===== src/rtl/ds2431_pkg.sv =====
// Shared definitions for the DS2431 emulator CRC path: sequencer state
// encoding, CRC width, requester ids and the single-bit CRC-16/MAXIM step.
package ds2431_pkg;

    localparam int CRC_W = 16;

    localparam logic OWNER_A = 1'b0;
    localparam logic OWNER_B = 1'b1;

    // Reflected form of the 0x8005 polynomial, bits shifted in LSB first.
    localparam logic [CRC_W-1:0] CRC_POLY_REF = 16'hA001;

    typedef enum logic [2:0] {
        IDLE,
        CLEAR,
        LOAD,
        TRIG,
        WAIT,
        FIN
    } seq_state_t;

    // Advance the reflected CRC register by one input bit.
    function automatic logic [CRC_W-1:0] crc16_step(input logic [CRC_W-1:0] crc,
                                                     input logic din);
        logic fb;
        fb = crc[0] ^ din;
        crc16_step = (crc >> 1) ^ (CRC_POLY_REF & {CRC_W{fb}});
    endfunction

endpackage


===== src/rtl/crc16.sv =====
// CRC-16/MAXIM byte engine. A trig seen while done=1 starts a byte; the
// engine then walks inDat LSB first, one bit per clock, so inDat must stay
// stable until done returns high. Init 0x0000, result is the inverted register.
module crc16
    import ds2431_pkg::*;
(
    input  logic             clk,
    input  logic             nRst,
    input  logic             trig,
    output logic             done,
    input  logic [7:0]       inDat,
    output logic [CRC_W-1:0] result
);

    logic [CRC_W-1:0] crc;
    logic [2:0]       bit_idx;

    // Idle until triggered, then shift eight bits and raise done again.
    always_ff @(posedge clk or negedge nRst) begin
        if (!nRst) begin
            crc     <= '0;
            bit_idx <= '0;
            done    <= 1'b1;
        end else if (done) begin
            if (trig) begin
                done    <= 1'b0;
                bit_idx <= '0;
            end
        end else begin
            crc     <= crc16_step(crc, inDat[bit_idx]);
            bit_idx <= bit_idx + 3'd1;
            if (bit_idx == 3'd7) begin
                done <= 1'b1;
            end
        end
    end

    assign result = ~crc;

endmodule


===== src/rtl/crc16_seq.sv =====
// Session controller for the shared CRC-16/MAXIM engine. Arbitrates two
// byte-stream requesters, clears the engine at the start of every session,
// paces bytes through the trig/done handshake and returns the final CRC.
// Optional feature macro: CRC16_SEQ_CHECK_EN (compare result against crcExp).
module crc16_seq
    import ds2431_pkg::*;
#(
    parameter int TMO_CYC = 32,
    parameter int CNT_W   = 8
)
(
    input  logic             clk,
    input  logic             nRst,
    input  logic             aStart,
    input  logic             aValid,
    input  logic [7:0]       aDat,
    input  logic             aLast,
    output logic             aReady,
    input  logic             bStart,
    input  logic             bValid,
    input  logic [7:0]       bDat,
    input  logic             bLast,
    output logic             bReady,
    output logic             owner,
    output logic             busy,
    output logic [CRC_W-1:0] crcOut,
    output logic             crcValid,
    output logic [CNT_W-1:0] byteCnt,
    output logic             tmoErr,
    input  logic [CRC_W-1:0] crcExp,
    output logic             crcOk
);

    localparam int WD_W = $clog2(TMO_CYC + 1);

    seq_state_t       state;
    seq_state_t       next_state;

    logic             eng_n;
    logic             eng_trig;
    logic             eng_done;
    logic [7:0]       eng_dat;
    logic [CRC_W-1:0] eng_result;

    logic             last_q;
    logic             last_owner;
    logic             winner;
    logic             own_valid;
    logic             own_last;
    logic [7:0]       own_dat;
    logic             accept;
    logic             timeout;
    logic [WD_W-1:0]  wd_cnt;

    crc16 u_crc (
        .clk    (clk),
        .nRst   (eng_n),
        .trig   (eng_trig),
        .done   (eng_done),
        .inDat  (eng_dat),
        .result (eng_result)
    );

    assign own_valid = (owner == OWNER_B) ? bValid : aValid;
    assign own_dat   = (owner == OWNER_B) ? bDat   : aDat;
    assign own_last  = (owner == OWNER_B) ? bLast  : aLast;
    assign accept    = (state == LOAD) && own_valid;

    // The watchdog fires once the engine has spent TMO_CYC cycles on one byte.
    assign timeout = ((state == TRIG) || (state == WAIT))
                     && (wd_cnt == WD_W'(TMO_CYC - 1))
                     && !((state == WAIT) && eng_done);

    // Grant selection: a tie goes to whoever did not own the previous session.
    always_comb begin
        winner = OWNER_A;
        if (aStart && bStart) begin
            winner = ~last_owner;
        end else if (bStart) begin
            winner = OWNER_B;
        end
    end

    // State register.
    always_ff @(posedge clk or negedge nRst) begin
        if (!nRst) begin
            state <= IDLE;
        end else begin
            state <= next_state;
        end
    end

    // Next-state decode for the session sequence.
    always_comb begin
        next_state = state;
        case (state)
            IDLE:    if (aStart || bStart) next_state = CLEAR;
            CLEAR:   next_state = LOAD;
            LOAD:    if (own_valid) next_state = TRIG;
            TRIG: begin
                if (timeout) begin
                    next_state = IDLE;
                end else if (!eng_done) begin
                    next_state = WAIT;
                end
            end
            WAIT: begin
                if (eng_done) begin
                    next_state = last_q ? FIN : LOAD;
                end else if (timeout) begin
                    next_state = IDLE;
                end
            end
            FIN:     next_state = IDLE;
            default: next_state = IDLE;
        endcase
    end

    // Ready goes only to the current owner, in the cycle its byte is taken.
    always_comb begin
        aReady = accept && (owner == OWNER_A);
        bReady = accept && (owner == OWNER_B);
    end

    // Session datapath: grant, byte latch, counters, engine controls, result.
    always_ff @(posedge clk or negedge nRst) begin
        if (!nRst) begin
            owner      <= OWNER_A;
            last_owner <= OWNER_B;
            busy       <= 1'b0;
            byteCnt    <= '0;
            eng_dat    <= '0;
            last_q     <= 1'b0;
            wd_cnt     <= '0;
            crcOut     <= '0;
            crcValid   <= 1'b0;
            tmoErr     <= 1'b0;
            eng_trig   <= 1'b0;
            eng_n      <= 1'b0;
        end else begin
            crcValid <= 1'b0;
            tmoErr   <= 1'b0;
            eng_trig <= (next_state == TRIG);
            eng_n    <= (next_state != CLEAR);
            case (state)
                IDLE: begin
                    if (aStart || bStart) begin
                        owner      <= winner;
                        last_owner <= winner;
                        busy       <= 1'b1;
                        byteCnt    <= '0;
                    end
                end
                LOAD: begin
                    if (own_valid) begin
                        eng_dat <= own_dat;
                        last_q  <= own_last;
                        wd_cnt  <= '0;
                        if (byteCnt != {CNT_W{1'b1}}) begin
                            byteCnt <= byteCnt + 1'b1;
                        end
                    end
                end
                TRIG, WAIT: begin
                    wd_cnt <= wd_cnt + 1'b1;
                    if (timeout) begin
                        tmoErr <= 1'b1;
                        busy   <= 1'b0;
                    end
                end
                FIN: begin
                    crcOut   <= eng_result;
                    crcValid <= 1'b1;
                    busy     <= 1'b0;
                end
                default: ;
            endcase
        end
    end

`ifdef CRC16_SEQ_CHECK_EN
    // Compare the final CRC against the expected value alongside crcValid.
    always_ff @(posedge clk or negedge nRst) begin
        if (!nRst) begin
            crcOk <= 1'b0;
        end else if (state == FIN) begin
            crcOk <= (eng_result == crcExp);
        end
    end
`else
    logic unused_crc_exp;
    assign unused_crc_exp = ^crcExp;
    assign crcOk          = 1'b0;
`endif

endmodule


===== config.mk =====
export PLATFORM = sky130hd
export DESIGN_NAME = crc16_seq
export DESIGN_NICKNAME = d
export VERILOG_FILES = /design/src/rtl/ds2431_pkg.sv /design/src/rtl/crc16.sv /design/src/rtl/crc16_seq.sv
export SDC_FILE = /design/constraint.sdc
export NUM_CORES = 1
export LEC_CHECK = 0
export ABC_AREA = 1
export BUFFER_PORTS_ARGS = -buffer_cell sky130_fd_sc_hd__buf_2
export CAP_MARGIN = 20
export CORE_UTILIZATION = 58
export CTS_CLUSTER_DIAMETER = 100
export DETAILED_ROUTE_END_ITERATION = 6
export MAX_ROUTING_LAYER = met4
export PLACE_DENSITY = 0.85
export SLEW_MARGIN = 20
export SYNTH_ARGS = -nofsm -noshare
export SYNTH_HDL_FRONTEND = slang
export SYNTH_SLANG_ARGS = --single-unit

===== constraint.sdc =====
create_clock -name clk -period 1.8 [get_ports clk]
set_input_delay 0 -clock clk [delete_from_list [all_inputs] [get_ports clk]]
set_output_delay 0 -clock clk [all_outputs]
set_load 0.005 [all_outputs]

==> summary.md, run 1 <==
| Metric | Value |
|---|---|
| Placer congestion estimate | about 0.8 |
| Seq/Total Area, Yosys | 0.544 |
| GRT Util Overall | 0.251 |
| Via count | between 2000 and 3000 |
| Die X | about 76 µm |
| Post-synth ARST share | 1.00 |
| # port buffers | 53 |
| Clock-pin slew on the worst setup and hold paths | approximately 70 ps |
| DR vias/cell | a little over 5 |
| Largest net degree at the start of global routing | 33 |
| Area grow syn2layout | 25.0% |
| Crit Path Category | flip-flop to flip-flop |
| Max Slew Vio Count | 0 |
| Finish-stage setup viols | 0 |
| Status | complete, no violations |
| Final Hold Viols | 0 |
| Routed Antenna Nets | 0 |
| Synthesized area per cell | just under 9 µm² |
| Slew headroom | 0.629 |
| Fill count | roughly 390 |
| Routed WL per cell | roughly 12 µm |
| Root Buffer | clkbuf_8 |
| Most Crowded Layer GR | met2 |
| Critical Path AT | approximately 1900 ps |
| Antenna diodes | 0 |
| Met1 GRT Util | 0.298 |
| H-tree depth | 3 |
| Drt total wl | 6270 µm |
| DR iter-0 viols | between 100 and 150 |
| Cell Rows | 26 |
| CP peak stage delay | 430 ps |
| First-pass GRT wire length | between 10000 and 15000 µm |
| Mapped cell area | 0.00318 mm² |
| Initial antenna violation count | 0 |
| Crit-path cells | inv_2 > nand3_4 > inv_2 > o21ai_0 > nand2_1 > nand2_1 > buf_4 > nand2_1 > o21ai_2 |
| Pwr/cell area | 1620 mW/mm² |
| Post-DP HPWL | around 4300 µm |
| Clk buf depth | 2 |
| Post-DP Area | ~0.0035 mm² |
| CTS sink cnt | 69 |
| Max IR drop VDD | approximately 0.0011 V |
| CTS tree | yes |
| Vias in the first global route | 2595 |
| Syn Nets | approximately 400 |
| Drt pass-1 iters | 4 |
| Period minus WS final | approximately 1700 ps |
| Leak | around 2.1 nW |
| Max Clock Skew | between 6 and 7 ps |
| Syn Inst Count | approximately 360 |
| Die H | ~76 µm |
| Final period util | 0.919 |
| Layout cell share with drive strength beyond 1 | 0.235 |
| Tightest Pin Transition | between 500 and 600 ps |
| Post-CTS setup buffers | 0 |
| Clk_lat worst skew | 340 ps |
| Initial Utilization | 0.611 |
| FMAX | between 600 and 700 MHz |
| Overflow after GRT | 0 |
| IO Count | 71 |
| Full die area | a little under 0.006 mm² |
| Total CTS buffers | 9 |
| Required @ worst endpoint | 2040 ps |
| Post-synth EDFFs | 0 |
| DRC | 0 |
| Syn. warnings | 0 |
| Met2 usage | 0.415 |
| CP dominant cell by count | nand2_1 |
| Nets | between 400 and 500 |
| Crit path max fanout | 8 |
| Max Cap Viol | 0 |
| Worst Setup End Kind | flip-flop |
| Yosys cell types | 37 |
| M3 GR Usage | 0.0659 |
| Synth Flop Type | dfrtp_1 |
| RSZ-0062 raised after global routing | no |
| Core area | 0.00520 mm² |
| Synth Register Bits | a little under 70 |
| Setup TNS | 0 ps |
| CP startpoint kind | flip-flop |
| Worst path slowest cell | dfrtp_1 |
| Post-route cell area | a little under 0.004 mm² |
| Hold crit path type | primary input to flip-flop |
flip-flops by register name (all words and copies together), names as in the netlist:
name           flops
crcOut            16
u_crc.crc         16
byteCnt            8
eng_dat            8
wd_cnt             6
state              3
u_crc.bit_idx      3
busy               1
crcValid           1
eng_n              1
eng_trig           1
last_owner         1
last_q             1
owner              1
tmoErr             1
u_crc.done         1
cell usage in the layout, fill, tap and decap left out, types with 2 or more instances in the layout:
master         count
mux2i_1            2
nor2_2             3
nand2_1          109
bufinv_16          2
nand2_2            2
o21ai_1            4
o31ai_1            2
inv_1             34
a22oi_1            9
nor2_1            14
dfstp_2            2
a21oi_1            2
o21ai_0           30
clkinv_2           2
dfrtp_1           67
or2_2              2
buf_2             53
buf_4              9
dlygate4sd3_1     21
nand3_1           26
inv_2              2
o21ai_2           12
clkbuf_8          10
ha_1               4
nand4_1            2
xor2_1             6
worst max-delay path, delay by kind of cell (launching register included):
kind                   cells  cell delay [ps]
buffers and inverters      3              510
and+or+nand+nor            4              460
DFF                        1              430
AOI/OAI and AO/OA          2              150
path summary, 6_finish.rpt:
path	start	to	cells past startpoint	slack, ps
worst min register to register	eng_n$_DFF_PN0_	u_crc.crc[4]$_DFFE_PN0N_	1	210
max in group asynchronous	nRst	crcOut[15]$_DFFE_PN0P_	3	1030
worst max-delay path	state[2]$_DFF_PN0_	byteCnt[1]$_DFFE_PN0P_	9	150
worst min-delay path	aStart	owner$_DFFE_PN0P_	4	80
min in group asynchronous	nRst	wd_cnt[3]$_DFFE_PN0P_	2	180
worst max register to register	state[2]$_DFF_PN0_	byteCnt[1]$_DFFE_PN0P_	9	150
logic make-up (layout without fill, tap and decap cells):
logic type               count (synthesis)  in the layout  share of synthesized area
AND/OR/NAND/NOR                        164            164                      0.225
multiplexers                             2              2                    0.00630
adder cells (fa/ha/maj)                  4              4                     0.0157
AO/OA/AOI/OAI                           63             63                      0.125
other                                    1              1                    0.00118
flip-flops                              69             69                      0.544
XOR/XNOR                                 7              7                     0.0193
buffers and inverters                   47            136                     0.0637
timing repair:
item | in CTS | in global routing
endpoints found under the hold margin | 33 | 0
endpoints found under the setup margin | 0 | 1
gates resized for setup | 0 | 1
hold buffers | 21 | 0
final cells by class:
cell class,instances,area [µm²],share of cell area
repair buffers,83,543,0.137
flip-flops and latches,69,1730,0.435
clock inverters,6,86.3,0.0217
well taps,70,87.6,0.0220
clock buffers,10,138,0.0346
multi-input cells,241,1250,0.315
inverters,37,139,0.0350
layer usage:
metal	share of wire	up-vias
li1	-	1327
met1	0.44	1237
met2	0.51	69
met3	0.042	8
met4	0.012	0
met5	0	-
cells in the mapped netlist (2+ instances only):
master    instances  share of area
nand2_1         110           0.13
dfrtp_1          67           0.53
inv_1            34          0.040
o21ai_0          30          0.047
nand3_1          26          0.041
nor2_1           14          0.017
o21ai_2          12          0.033
a22oi_1           9          0.021
xor2_1            6          0.017
ha_1              4          0.016
o21ai_1           4         0.0063
buf_2             3         0.0047
clkbuf_1          3         0.0035
nor2_2            3         0.0059
a21oi_1           2         0.0031
buf_4             2         0.0047
buf_6             2         0.0071
dfstp_2           2          0.017
inv_2             2         0.0024
mux2i_1           2         0.0063
nand4_1           2         0.0039
o31ai_1           2         0.0047
or2_2             2         0.0039
report_power, final:
| part | internal (mW) | switching (mW) | total (mW) |
|---|---|---|---|
| clock network | 0.815 | 0.578 | 1.39 |
| registers | 2.14 | 0.419 | 2.56 |
| logic | 0.980 | 1.52 | 2.50 |
| total | 3.94 | 2.52 | 6.45 |
through the flow:
step	power (mW)	setup WS [ps]	utilization	std cells	hold slack (ps)
6_report	6.45	146	0.763	516	78.5
5_1_grt	7.00	37.4	0.763	516	122
4_1_cts	6.49	162	0.763	516	44.5
3_5_place_dp	5.04	183	0.679	479	24.4
3_3_place_gp	4.89	228	0.679	479	18.5
2_1_floorplan	4.30	404	-	357	-296
Note: power is estimated with default switching activity, not from simulation.
==> inputs of run 2 (changes only) <==
Settings changed: MAX_ROUTING_LAYER met4 to not set.
==> run 2 against run 1 <==
Global-route usage is 0.89 points lower. Combinational power hardly changed. Critical path depth stayed put. Critical path type unchanged. Critical endpoint unchanged. Final cell count stayed put. Sequential share of layout area stayed put. Hold slack worse by 12 ps. Largest cell class unchanged. Highest routed layer unchanged. Clock-buffer cell count stayed put. Sequential power hardly changed.
==> summary.md, run 2 (synthesized netlist as in run 1, its figures left out) <==
| Metric | Value |
|---|---|
| Tightest Pin Transition | around 560 ps |
| Slew headroom | 0.629 |
| Required @ worst endpoint | ~2000 ps |
| Overflow after GRT | 0 |
| FF/Latch Area | around 0.0017 mm² |
| Hold crit path type | primary input to flip-flop |
| Cell Rows | 26 |
| DR iter-0 viols | approximately 120 |
| Period minus WS final | 1650 ps |
| Placer congestion estimate | 0.798 |
| Max IR drop VDD | ~0.0011 V |
| Initial Utilization | 0.611 |
| Post-DP HPWL | ~4300 µm |
| Clock-pin slew on the worst setup and hold paths | 70 ps |
| RSZ-0062 raised after global routing | no |
| Commonest non-fill, non-tap cells in the layout | nand2_1 (109), dfrtp_1 (67), buf_2 (53) |
| CP startpoint kind | flip-flop |
| Core area | between 0.005 and 0.006 mm² |
| H-tree depth | 3 |
| Commonest non-fill, non-tap cell in the layout | nand2_1 |
| Largest net degree at the start of global routing | 33 |
| R2R setup slack | 150 ps |
| Setup TNS | 0 ps |
| Total CTS buffers | 9 |
| Vias in the first global route | between 2000 and 3000 |
| Full die area | 0.00578 mm² |
| Largest registers | crcOut (16), u_crc.crc (16) |
| Via count | between 2000 and 3000 |
| Nets | around 490 |
| Drt total wl | between 6000 and 7000 µm |
| Final period util | 0.919 |
| Crit path max fanout | 8 |
| Antenna diodes | 0 |
| # port buffers | 53 |
| CTS tree | yes |
| Worst r2r dst | byteCnt[1]$_DFFE_PN0P_ |
| Worst Hold Path EP | owner$_DFFE_PN0P_ |
| Initial antenna violation count | 0 |
| Status | complete, no violations |
| Critical Path AT | roughly 1900 ps |
| Routed WL per cell | 12.2 µm |
| Die X | 76.0 µm |
| Area grow syn2layout | 25.0% |
| Clk_lat worst skew | 340 ps |
| Reg-to-Reg Start | state[2]$_DFF_PN0_ |
| Hold Path Cell Cnt | 4 |
| Post-route cell area | around 0.0040 mm² |
| DR vias/cell | between 5 and 6 |
| Max Slew Vio Count | 0 |
| Pwr/cell area | ~1600 mW/mm² |
| Root Buffer | clkbuf_8 |
| FMAX | just over 600 MHz |
| Max Clock Skew | about 7.7 ps |
| Crit Path Category | flip-flop to flip-flop |
| Routed Antenna Nets | 0 |
| Final Hold Viols | 0 |
| Hold Startpoint | aStart |
| Fill count | just under 400 |
| Post-DP Area | 0.00354 mm² |
| Final Util | 0.763 |
| Layout cell share with drive strength beyond 1 | 0.235 |
| GRT Util Overall | 0.242 |
| Worst Reg-to-Reg Cells | 9 |
| Drt pass-1 iters | 4 |
| Finish-stage setup viols | 0 |
| Final cell count without fillers | roughly 520 |
| Die H | approximately 76 µm |
| Clk buf depth | 2 |
| CTS sink cnt | 69 |
| Worst Setup End Kind | flip-flop |
| DRC | 0 |
| First-pass GRT wire length | around 11000 µm |
| Max Cap Viol | 0 |
| Area of the multi-input gates | ~0.0012 mm² |
| Leak | 2.09 nW |
| Post-placement cell count | about 480 |
| IO Count | just over 70 |
-- run 2: cell counts in the layout (fill, tap and decap cells not counted) --
No cell type changed its count.
-- run 2: layer usage --
metal / track usage / share of wire / vias to the layer above
met1: 0.298 / 0.44 / 1237
li1: - / - / 1327
met4: 0.0904 / 0.0094 / 0
met3: 0.0587 / 0.043 / 8
met2: 0.415 / 0.51 / 74
met5: 0 / 0 / -
-- run 2: worst max-delay path, stage by stage, from the launching register on --
cell and delay [ps]:
dfrtp_1 430, inv_2 140, nand3_4 150, inv_2 150, o21ai_0 100, nand2_1 70, nand2_1 170, buf_4 220
nand2_1 70, o21ai_2 50
-- run 2: repair_timing --
item                                    CTS  global route
setup buffers                             0             0
resized for setup                         0             1
endpoints found under the hold margin    33             0
endpoints found under the setup margin    0             1
hold buffers                             21             0
-- run 2: layout make-up --
type                       count  share of cell area
sequential                    69               0.435
clock inverter                 6              0.0217
clock buffer                  10              0.0346
inverter                      37              0.0350
timing repair buffer          83               0.137
multi-input combinational    241               0.315
tap                           70              0.0220
-- run 2: worst max-delay path by stage --
stage               depth (start not counted)                      to                   start
finish                                      9  byteCnt[1]$_DFFE_PN0P_      state[2]$_DFF_PN0_
floorplan                                   8  byteCnt[6]$_DFFE_PN0P_  byteCnt[0]$_DFFE_PN0P_
CTS                                         8  byteCnt[1]$_DFFE_PN0P_  byteCnt[0]$_DFFE_PN0P_
detailed placement                          6      state[0]$_DFF_PN0_      state[2]$_DFF_PN0_
global route                                8  byteCnt[1]$_DFFE_PN0P_  byteCnt[0]$_DFFE_PN0P_
global placement                            9  byteCnt[2]$_DFFE_PN0P_      state[2]$_DFF_PN0_
-- run 2: where the power goes --
group	internal, mW	switching, mW	leakage (nW)
combinational	0.981	1.53	1.12
sequential	2.14	0.420	0.865
clock	0.815	0.580	0.112
total	3.94	2.52	2.09
-- run 2: metrics by stage --
step	setup slack (ps)	hold slack [ps]	power, mW
floorplan	404	-296	4.30
global placement	228	18.5	4.89
detailed placement	183	24.4	5.04
CTS	162	44.5	6.49
global route	37.5	127	7.00
finish	146	66.1	6.46
==> inputs of run 3 (changes only) <==
Settings changed: PLACE_DENSITY 0.85 to 0.87.
==> run 3 against run 2 <==
Global-route usage grew 1.5 points. Register-to-register slack is essentially flat. Largest cell class unchanged. Maximum frequency is essentially flat. Core utilization shrank 0.89 points.
==> summary.md, run 3 (synthesized netlist as in run 1, its figures left out) <==
| Metric | Value |
|---|---|
| Worst path slowest cell | dfrtp_1 |
| Max Slew Vio Count | 0 |
| Drt pass-1 iters | 4 |
| Full die area | between 0.005 and 0.006 mm² |
| Post-CTS setup buffers | 0 |
| Commonest non-fill, non-tap cells in the layout | nand2_1 (110), dfrtp_1 (67), buf_2 (53) |
| DR vias/cell | roughly 5.2 |
| Area grow syn2layout | 23.5% |
| Post-CTS sizing | 0 |
| Seq pwr share | 0.406 |
| Internal cell power | between 3 and 4 mW |
| Hold Path Cell Cnt | 4 |
| Leak | ~2.1 nW |
| Status | complete, no violations |
| IO Count | roughly 70 |
| Most Crowded Layer GR | met2 |
| First-pass GRT wire length | between 10000 and 15000 µm |
| Layout cell share with drive strength beyond 1 | 0.222 |
| Placer congestion estimate | between 0.8 and 0.9 |
| Vias in the first global route | between 2000 and 3000 |
| Final Util | 0.754 |
| Met2 usage | 0.432 |
| Required @ worst endpoint | roughly 2000 ps |
| Crit-path cells | inv_2 > nand3_4 > inv_2 > nand2_1 > nand3_1 > o21ai_0 |
| Post-DP HPWL | ~4300 µm |
| Via count | 2675 |
| Max Cap Viol | 0 |
| Initial antenna violation count | 0 |
| Fill count | around 370 |
| Max IR drop VDD | roughly 0.0011 V |
| Hold Startpoint | aStart |
| Worst Path Buf+Inv | 2 |
| Overflow after GRT | 0 |
| Period minus WS final | approximately 1700 ps |
| Commonest non-fill, non-tap cell in the layout | nand2_1 |
| Top delay family on crit path | simple AND/OR/NAND/NOR gates |
| Hold crit path type | primary input to flip-flop |
| Tightest Pin Transition | just over 600 ps |
| DRC | 0 |
| Core area | 0.00520 mm² |
| Final period util | 0.918 |
| Die X | ~76 µm |
| Largest registers | crcOut (16), u_crc.crc (16) |
| CP startpoint kind | flip-flop |
| Root Buffer | clkbuf_8 |
| R2R setup slack | approximately 150 ps |
| Finish-stage setup viols | 0 |
| Crit Path Category | flip-flop to flip-flop |
| Total CTS buffers | 9 |
| FMAX | 605 MHz |
| H-tree depth | 3 |
| Cell Rows | 26 |
| Hold slack | about 83 ps |
| Largest net degree at the start of global routing | 50 |
| Gate power share | 0.401 |
| Worst Setup End Kind | flip-flop |
| Hold buffer count at CTS | 21 |
| DR iter-0 viols | roughly 200 |
| Met1 GRT Util | 0.325 |
| Clk pwr share | 0.193 |
| CTS sink cnt | 69 |
| Drt total wl | ~6800 µm |
| NetSw | about 2.5 mW |
| Final Hold Viols | 0 |
| Pwr/cell area | around 1600 mW/mm² |
| Setup TNS | 0 ps |
| CP peak stage delay | 430 ps |
| Clock-pin slew on the worst setup and hold paths | ~70 ps |
| Net Sw Frac | 0.399 |
| Nets | between 400 and 500 |
| Reg-to-Reg Start | state[2]$_DFF_PN0_ |
| Routed WL per cell | about 13 µm |
| Max Clock Skew | approximately 6.3 ps |
| RSZ-0062 raised after global routing | no |
| Worst Hold Path EP | owner$_DFFE_PN0P_ |
| Clk_lat worst skew | approximately 340 ps |
| Initial Utilization | 0.611 |
| M3 GR Usage | 0.0479 |
| Critical Path AT | roughly 1900 ps |
| # port buffers | 53 |
| GRT Util Overall | 0.257 |
| Routed Antenna Nets | 0 |
| Worst r2r dst | wd_cnt[4]$_DFFE_PN0P_ |
| Clk buf depth | 2 |
| Crit path max fanout | 15 |
| Slew headroom | 0.596 |
| Antenna diodes | 0 |
| Worst Reg-to-Reg Cells | 6 |
| Die H | roughly 76 µm |
| CTS tree | yes |
| CP dominant cell by count | inv_2 |
-- run 3: cell count changes in the layout (fill, tap and decap cells not counted), sizes merged --
cell / before / now
clkbuf: 10 / 14
clkinv: 4 / 2
buf: 62 / 61
clkinvlp: 1 / 0
bufinv: 2 / 1
-- run 3: layout make-up --
cell class              instances  area, µm²  share of cell area
flip-flops and latches         69       1730               0.440
multi-input cells             241       1250               0.318
repair buffers                 82        536               0.136
clock buffers                  14        153              0.0389
inverters                      37        139              0.0354
well taps                      70       87.6              0.0223
clock inverters                 2       35.0             0.00892
-- run 3: metrics by stage --
step,power (mW),instance area [µm²],setup WS [ps],cells
finish,6.32,3930,148,515
global route,6.85,3930,37.9,515
CTS,6.34,3930,164,515
detailed placement,5.05,3530,175,478
global placement,4.89,3530,251,478
floorplan,4.30,3180,404,357
-- run 3: worst max path at each step --
stage | startpoint | cells past startpoint | end | slack, ps
finish | state[2]$_DFF_PN0_ | 6 | wd_cnt[4]$_DFFE_PN0P_ | 150
global route | byteCnt[0]$_DFFE_PN0P_ | 8 | byteCnt[2]$_DFFE_PN0P_ | 40
CTS | state[2]$_DFF_PN0_ | 6 | wd_cnt[4]$_DFFE_PN0P_ | 160
detailed placement | state[2]$_DFF_PN0_ | 6 | wd_cnt[4]$_DFFE_PN0P_ | 180
global placement | byteCnt[0]$_DFFE_PN0P_ | 8 | byteCnt[2]$_DFFE_PN0P_ | 250
floorplan | byteCnt[0]$_DFFE_PN0P_ | 8 | byteCnt[6]$_DFFE_PN0P_ | 400
-- run 3: power groups by stage --
| stage | Sequential (mW) | Clock, mW | Combinational (mW) |
|---|---|---|---|
| 6_report | 2.57 | 1.22 | 2.53 |
| 3_5_place_dp | 2.59 | 0 | 2.46 |
| 4_1_cts | 2.57 | 1.24 | 2.54 |
| 2_1_floorplan | 2.57 | 0 | 1.73 |
| 5_1_grt | 2.64 | 1.31 | 2.90 |
| 3_3_place_gp | 2.55 | 0 | 2.34 |
-- run 3: metal layers --
layer	vias to the layer above	share of wire
met5	-	0
met4	0	0.021
met3	21	0.039
met2	76	0.50
met1	1251	0.44
li1	1327	-
-- run 3: worst reg2reg max path, stage by stage, from the launching register on --
cell	delay (ps)
dfrtp_1	430
inv_2	150
nand3_4	150
inv_2	140
nand2_1	340
nand3_1	220
o21ai_0	100
